--- config.mk ---
export PLATFORM = sky130hd
export DESIGN_NAME = bcd_counter_chain
export DESIGN_NICKNAME = d
export VERILOG_FILES = /design/src/rtl/bcd_counter_chain.sv
export SDC_FILE = /design/constraint.sdc
export NUM_CORES = 1
export LEC_CHECK = 0
export CAP_MARGIN = 20
export CORE_MARGIN = 2
export CORE_UTILIZATION = 47
export CTS_CLUSTER_DIAMETER = 100
export DETAILED_ROUTE_END_ITERATION = 10
export PLACE_DENSITY = 0.79
export SLEW_MARGIN = 10
export SYNTH_ARGS = -nofsm -noshare
export SYNTH_HDL_FRONTEND = slang
export SYNTH_SLANG_ARGS = --single-unit
--- constraint.sdc ---
create_clock -name clk -period 2.85 [get_ports clk]
set_input_delay 0.285 -clock clk [delete_from_list [all_inputs] [get_ports clk]]
set_output_delay 0.285 -clock clk [all_outputs]
set_load 0.01 [all_outputs]
--- src/rtl/bcd_counter_chain.sv ---
// Multi-digit modulo-RADIX up/down counter chain.
// One count step is taken per enabled cycle. The ripple carry between digits
// is resolved combinationally within the same cycle. The block supports
// synchronous clear, clamped parallel load, and either wrap-around or
// one-shot hold at the terminal count. The per-digit wrap pulses, the chain
// carry pulse and the sticky terminal flag are all registered.
module bcd_counter_chain #(
    parameter int DIGITS = 4,
    parameter int RADIX  = 10
) (
    input  logic                  clk,
    input  logic                  rst_n,
    input  logic                  clr,
    input  logic                  en,
    input  logic                  up,
    input  logic                  load,
    input  logic [4*DIGITS-1:0]   load_val,
    input  logic                  stop_at_tc,
    output logic [4*DIGITS-1:0]   cnt,
    output logic [DIGITS-1:0]     dig_co,
    output logic                  carry,
    output logic                  tc_flag
);

    localparam logic [3:0] DIG_MAX = 4'(RADIX - 1);

    // Any loaded digit that is outside the digit range is stored as the top legal value.
    function automatic logic [3:0] clamp_digit(input logic [3:0] d);
        if ({1'b0, d} >= 5'(RADIX)) begin
            return DIG_MAX;
        end else begin
            return d;
        end
    endfunction

    // A digit is at its terminal value in the current counting direction.
    function automatic logic is_term(input logic [3:0] d, input logic dir_up);
        if (dir_up) begin
            return (d == DIG_MAX);
        end else begin
            return (d == 4'd0);
        end
    endfunction

    // Compute the value of a single digit after one step.
    // When counting up, an out-of-range digit also wraps to 0.
    function automatic logic [3:0] step_digit(input logic [3:0] d, input logic dir_up);
        if (dir_up) begin
            if (d >= DIG_MAX) begin
                return 4'd0;
            end else begin
                return d + 4'd1;
            end
        end else begin
            if (d == 4'd0) begin
                return DIG_MAX;
            end else begin
                return d - 4'd1;
            end
        end
    endfunction

    logic [4*DIGITS-1:0] r_cnt;
    logic [DIGITS-1:0]   r_dig_co;
    logic                r_carry;
    logic                r_tc_flag;

    logic [DIGITS:0]     w_chain;      // w_chain[i]: all digits below i are at terminal
    logic [DIGITS-1:0]   w_term;
    logic                w_at_tc;
    logic                w_step;
    logic [4*DIGITS-1:0] w_nxt_cnt;
    logic [DIGITS-1:0]   w_wrap;
    logic                w_nxt_tc;
    logic                w_carry;
    logic [4*DIGITS-1:0] w_load_clamped;

    // Compute the ripple enable chain, the next count, the wrap pulses and the chain carry.
    always_comb begin
        w_chain        = '0;
        w_term         = '0;
        w_nxt_cnt      = r_cnt;
        w_wrap         = '0;
        w_nxt_tc       = 1'b1;
        w_load_clamped = '0;
        w_chain[0]     = 1'b1;
        for (int i = 0; i < DIGITS; i++) begin
            w_term[i]      = is_term(r_cnt[4*i +: 4], up);
            w_chain[i + 1] = w_chain[i] & w_term[i];
        end
        w_at_tc = w_chain[DIGITS];
        // In hold mode, a counter that is already at the terminal count ignores en.
        w_step  = en & ~(stop_at_tc & w_at_tc);
        for (int i = 0; i < DIGITS; i++) begin
            if (w_step && w_chain[i]) begin
                w_nxt_cnt[4*i +: 4] = step_digit(r_cnt[4*i +: 4], up);
                w_wrap[i]           = w_term[i];
            end else begin
                w_nxt_cnt[4*i +: 4] = r_cnt[4*i +: 4];
                w_wrap[i]           = 1'b0;
            end
            w_nxt_tc                 = w_nxt_tc & is_term(w_nxt_cnt[4*i +: 4], up);
            w_load_clamped[4*i +: 4] = clamp_digit(load_val[4*i +: 4]);
        end
        // In hold mode, carry fires when the count arrives at the terminal value.
        // In wrap mode, carry fires when the count leaves the terminal value.
        if (stop_at_tc) begin
            w_carry = w_step & w_nxt_tc;
        end else begin
            w_carry = w_step & w_at_tc;
        end
    end

    // Hold the count, the pulse outputs and the sticky flag. Priority is clr > load > en.
    always_ff @(posedge clk or negedge rst_n) begin
        if (!rst_n) begin
            r_cnt     <= '0;
            r_dig_co  <= '0;
            r_carry   <= 1'b0;
            r_tc_flag <= 1'b0;
        end else if (clr) begin
            r_cnt     <= '0;
            r_dig_co  <= '0;
            r_carry   <= 1'b0;
            r_tc_flag <= 1'b0;
        end else if (load) begin
            r_cnt     <= w_load_clamped;
            r_dig_co  <= '0;
            r_carry   <= 1'b0;
            r_tc_flag <= 1'b0;
        end else begin
            r_cnt     <= w_nxt_cnt;
            r_dig_co  <= w_wrap;
            r_carry   <= w_carry;
            r_tc_flag <= r_tc_flag | w_carry;
        end
    end

    assign cnt     = r_cnt;
    assign dig_co  = r_dig_co;
    assign carry   = r_carry;
    assign tc_flag = r_tc_flag;

endmodule

After elaboration in Yosys (flattened, before gate mapping)
Cells that the tools add are included.
- add/subtract/negate cells: 8
- bitwise operators: 12
- eq/ne operators: 8
- reduce and logical (&&, ||, !) cells: 11
- $lt $le $gt $ge: 8
- muxes and demuxes: 41
- operators by type and width (kind ; number):
    4-bit two-way mux ; 22
    4-bit == test (second input constant) ; 8
    4-bit greater-or-equal comparator (second input constant) ; 8
    4-bit logical NOT ; 8
    16-bit two-way mux ; 2
    1-bit two-way mux ; 17
    4-bit by 1-bit adder with 4-bit output (second input constant) ; 4
    4-bit by 1-bit subtractor with 4-bit output (second input constant) ; 4
    1-bit bitwise AND ; 10
    1-bit logical AND ; 3
    1-bit inverter ; 1
    1-bit OR ; 1
- flip-flop bits (word level): 22
- output and inout bits: 22
- bits of input ports: 23

Logic depth before layout (Yosys ltp)
- depth in word-level cells: 20
- gate-level depth with buffers: 12
- mapped depth without buffers: 10

Least setup slack after synthesis
OpenSTA, ideal clock, no wires.
- path type: reg-to-reg
- start point: register r_cnt[4], in the netlist cnt[4]
- end point: register r_carry, in the netlist carry
- setup time: 0.110 ns
- stages on the path, launching flop included: 13
- data arrival time: 2.866 ns
- period minus slack after synthesis: 2.977 ns
- path slack: -0.127 ns
- required time: 2.740 ns
- cell sequence: dfrtp_1 > inv_1 > ha_1 > or4b_4 > a22o_1 > buf_6 > or3_1 > buf_2 > o31a_1 > a21oi_1 > and4b_1 > o2111ai_1 > o41ai_1
- cells in the longest elaborated chain, start to end: 19
- elaborated cells between the ends (all ways): 42
- RTL lines (element ; line ; RTL):
    start, declared ; 63 ; logic [4*DIGITS-1:0] r_cnt;
    start signal, assigned ; 127 ; r_cnt <= w_load_clamped;
    start signal, assigned ; 132 ; r_cnt <= w_nxt_cnt;
    4-bit == test / 4-bit logical NOT (equally long branches) ; 39, 41, 55 ;
    1-bit two-way mux ; 38 ; if (dir_up) begin
    1-bit bitwise AND (3 in a row) ; 89 ; w_chain[i + 1] = w_chain[i] & w_term[i];
    1-bit bitwise AND ; 93 ; w_step = en & ~(stop_at_tc & w_at_tc);
    1-bit inverter ; 93 ;
    1-bit bitwise AND ; 93 ;
    1-bit logical AND ; 95 ; if (w_step && w_chain[i]) begin
    4-bit two-way mux ; 95 ;
    4-bit == test / 4-bit logical NOT (equally long branches) ; 39, 41 ;
    1-bit two-way mux ; 38 ;
    1-bit bitwise AND (3 in a row) ; 102 ; w_nxt_tc = w_nxt_tc & is_term(w_nxt_cnt[4*i +: 4], up);
    1-bit bitwise AND ; 108 ; w_carry = w_step & w_nxt_tc;
    1-bit two-way mux * ; 107 ; if (stop_at_tc) begin
    1-bit two-way mux * ; 126 ; end else if (load) begin
    1-bit two-way mux * ; 121 ; end else if (clr) begin
    end signal, assigned ; 134 ; r_carry <= w_carry;
    end, declared ; 65 ; logic r_carry;
Every way passes the cells marked *; elsewhere a longest branch is shown, timed or not.

Final worst setup path
- start point: register r_cnt[5], in the netlist cnt[5]
- end point: register r_carry, in the netlist carry
Same word-level chain as after synthesis.

==> reports/metrics.cfg <==
[cells_and_area]
nNetsFinal=407
drive_gt1_share_pct=24.1
diodes=0
fin_util_pct=71.7
fin_area_sq_um=3150
areaGrowthSynthToFinish_pct=46.6
fillers=363

[logic_synthesis]
synth_adder_area_share_pct=7.00
seq_area_frac_synth_pct=25.7
synth_compound_area_share_pct=30.8
yosys.cell_types.count=54
synthMuxAreaShare_pct=0.466
yosysWarnings=0
syn_area_per_cell_sq_um=7.53
synth_cells=285
synthArstFlopShare_pct=100
synth_nets=320
synth_xor_area_share_pct=1.22
synth.ff_latch_count=22
synth_edf_count=0
synth_top_family_by_area=compound AO/OA/AOI/OAI gates
yosys.area_share.simple_pct=28.2
synthFlopType=dfrtp_1
synth_area_sq_um=2150

[sta]
timing_worst_slew_pin_value_ps=528
hold_violations=0
layout_min_cycle_time_ps=2810
rsz0062_at_grt=true
setup_viol=0
hold_ws_ps=372
fin_skew_ps=4.36
tns_ps=0
final_max_slew_viol_count=0
period_share_pct=98.6
max_freq_ghz=0.356
slew_headroom_pct=64.8

[setup_path]
r2r_setup_slack_ps=40
worstPathCellList=inv_2 -> ha_4 -> or4b_4 -> a22o_4 -> or3_4 -> o31a_1 -> a21oi_1 -> and4b_1 -> o2111ai_2 -> o41ai_2
critPathKind=reg2reg
critPathLaunchType=flip-flop
reg2reg_from=cnt[5]
r2r_end=carry
worst-path-buf-inv=1
r2r_cells=10
cp_top_family=simple AND/OR/NAND/NOR gates
cp.depth=10
worstSetupEndpointType=flip-flop
cp.arrival_ps=2980
critPathMaxFanout=5
cpPeakStageDelay_ps=480
crit_end=carry
cpMaxStageDelayCell=or4b_4
critPathRequiredTime_ps=3020
crit_start=cnt[5]

[clock_tree]
holdBufCountCts=0
cts_buffers=3
cts_sinks=22
cts_tree=built
ctsHtreeMaxLevel=1
clockBufferDepth=2
cts-root-buf=clkbuf_8
clock_latency_ps=270
clk_pin_slew_ps=90

[pwr]
total_power_mw=1.00
pwr-share-comb_pct=45.1
switchingPower_uw=361
power_frac_clock_pct=20.7
p_leak_nw=1.30
swShare_pct=35.9
peakVddDrop_mv=0.186
internal_power_uw=643
sequentialPowerShare_pct=34.2
powerDensity_nw_per_um2=319

[place]
dpl.hpwl_um=5020
placed_area_sq_um=2960
globalplace.congestion=0.924
io_buffers=44

[drt]
num_vias=2552
finalWirelength_um=6840
ant_nets=0
drt_iter0_markers=291
remaining_drc_errors=0
via_per_inst=6.05
post_drt_wl_per_cell_um=16.2
drt_pass1_iterations=4

[min_path]
hold_path.class=in2async

[floorplanning]
dieWidth_um=71.6
die_y_um=71.6
start_util_pct=48.9
placementRows=24
io_pins=45
dieArea_sq_um=5120
core-area_sq_um=4380

[grt]
antenna_found_initial=0
grt_pass1_vias=2416
grt-ovfl-total=0
grt.total_usage_pct=27.0
grt_max_degree=23
grt_pass1_wl_um=11200

[flow_run]
max-cap-violations=0

[run_status]
status=complete, no violations

## sequential cells by signal (all words and copies together) (netlist names)
signal / flops
tc_flag: 1
carry: 1
cnt: 16
dig_co: 4
## cells in the mapped netlist (2+ instances only)
cell type  instances  area [sq um]
a211oi_1          10          75.1
a21oi_1           15          75.1
a221oi_1           2          17.5
a22oi_1            3          22.5
a311oi_1           2          17.5
a31oi_1            9          56.3
a32oi_1            2          17.5
and2_1             2          12.5
and4b_1            4          40.0
buf_2              2          10.0
buf_6              2          22.5
clkbuf_1          13          48.8
dfrtp_1           22           551
ha_1              12           150
inv_1             14          52.6
nand2_1           17          63.8
nand2b_1           8          50.1
nand3_1            7          35.0
nand4b_1           3          26.3
nor2_1            37           139
nor2b_1            6          37.5
nor3_1            12          60.1
nor3b_1            4          30.0
nor4_1             2          12.5
nor4b_1            2          17.5
o211ai_1           6          45.0
o21a_1             5          37.5
o21ai_0           24           120
o22ai_1            3          18.8
o31a_1             3          26.3
o31ai_1            4          30.0
o41ai_1            2          17.5
or3_1              4          25.0
xnor2_1            2          17.5
## logic make-up (layout without fill, tap and decap cells)
kind of cell	after synthesis	in the layout
AND/OR/NAND/NOR	114	114
AO/OA/AOI/OAI	100	100
buffers and inverters	33	118
flip-flops	22	22
adder cells (fa/ha/maj)	12	12
XOR/XNOR	3	3
multiplexers	1	1
## worst min path at each step
stage	start	depth (start not counted)	slack, ps	to
floorplan	rst_n	0	-10	carry
global placement	tc_flag	2	590	tc_flag
detailed placement	tc_flag	2	590	tc_flag
CTS	rst_n	2	380	cnt[6]
global route	rst_n	2	400	cnt[6]
finish	rst_n	2	370	dig_co[1]
## worst register-to-register path, stage by stage (launching register included)
cell and delay, ps:
dfrtp_2 410, inv_2 80, ha_4 170, or4b_4 480, a22o_4 260, or3_4 420, o31a_1 290, a21oi_1 130
and4b_1 220, o2111ai_2 170, o41ai_2 90
## final cells by class
cell class	instances	area, sq um	area share (%)
timing repair buffer	100	861	27.4
clock buffer	3	41.3	1.31
inverter	15	56.3	1.79
tap	52	65.1	2.07
multi-input combinational	230	1560	49.7
sequential	22	558	17.7
## power by group through the flow
| stage | combinational (mW) | sequential [mW] | clock (mW) |
|---|---|---|---|
| after detailed placement | 0.414 | 0.349 | 0 |
| after global routing | 0.493 | 0.346 | 0.223 |
| after global placement | 0.405 | 0.348 | 0 |
| after floorplan | 0.215 | 0.360 | 0 |
| final | 0.453 | 0.343 | 0.207 |
| after CTS | 0.417 | 0.342 | 0.212 |
## through the flow
step / cells / worst slack [ps]
2_1_floorplan: 285 / 12.8
3_3_place_gp: 411 / -107
3_5_place_dp: 411 / -211
4_1_cts: 414 / 15.4
5_1_grt: 422 / -67.7
6_report: 422 / 38.8
## cell usage in the layout, fill, tap and decap left out, drive strengths merged, types with 2 or more instances in the layout
cell / synthesis / layout
a211oi: 10 / 10
a21oi: 15 / 15
a221oi: 2 / 2
a22oi: 3 / 3
a311oi: 2 / 2
a31oi: 9 / 9
a32oi: 2 / 2
and2: 2 / 2
and4b: 4 / 4
buf: 5 / 56
clkbuf: 13 / 3
clkdlybuf4s50: 0 / 44
dfrtp: 22 / 22
ha: 12 / 12
inv: 14 / 14
nand2: 17 / 17
nand2b: 8 / 8
nand3: 7 / 7
nand4b: 3 / 3
nor2: 37 / 37
nor2b: 6 / 6
nor3: 12 / 12
nor3b: 4 / 4
nor4: 2 / 2
nor4b: 2 / 2
o211ai: 6 / 6
o21a: 5 / 5
o21ai: 25 / 25
o22ai: 3 / 3
o31a: 3 / 3
o31ai: 4 / 4
o41ai: 2 / 2
or3: 4 / 4
or4b: 3 / 3
xnor2: 2 / 2
## layer usage
metal | vias to the layer above | GRT usage [%] | share of wire (%)
met5 | - | 0 | 0
met4 | 0 | 9.43 | 2.2
met3 | 15 | 3.23 | 5.9
met2 | 102 | 45.1 | 49
met1 | 1197 | 36.1 | 43
li1 | 1238 | - | -
## repair_timing
action                     in CTS  in global routing
setup endpoints to repair       2                  2
setup buffers                   0                  8
pin swaps                       0                  3
gates resized for setup         1                 19
(Power assumes the default switching activity.)
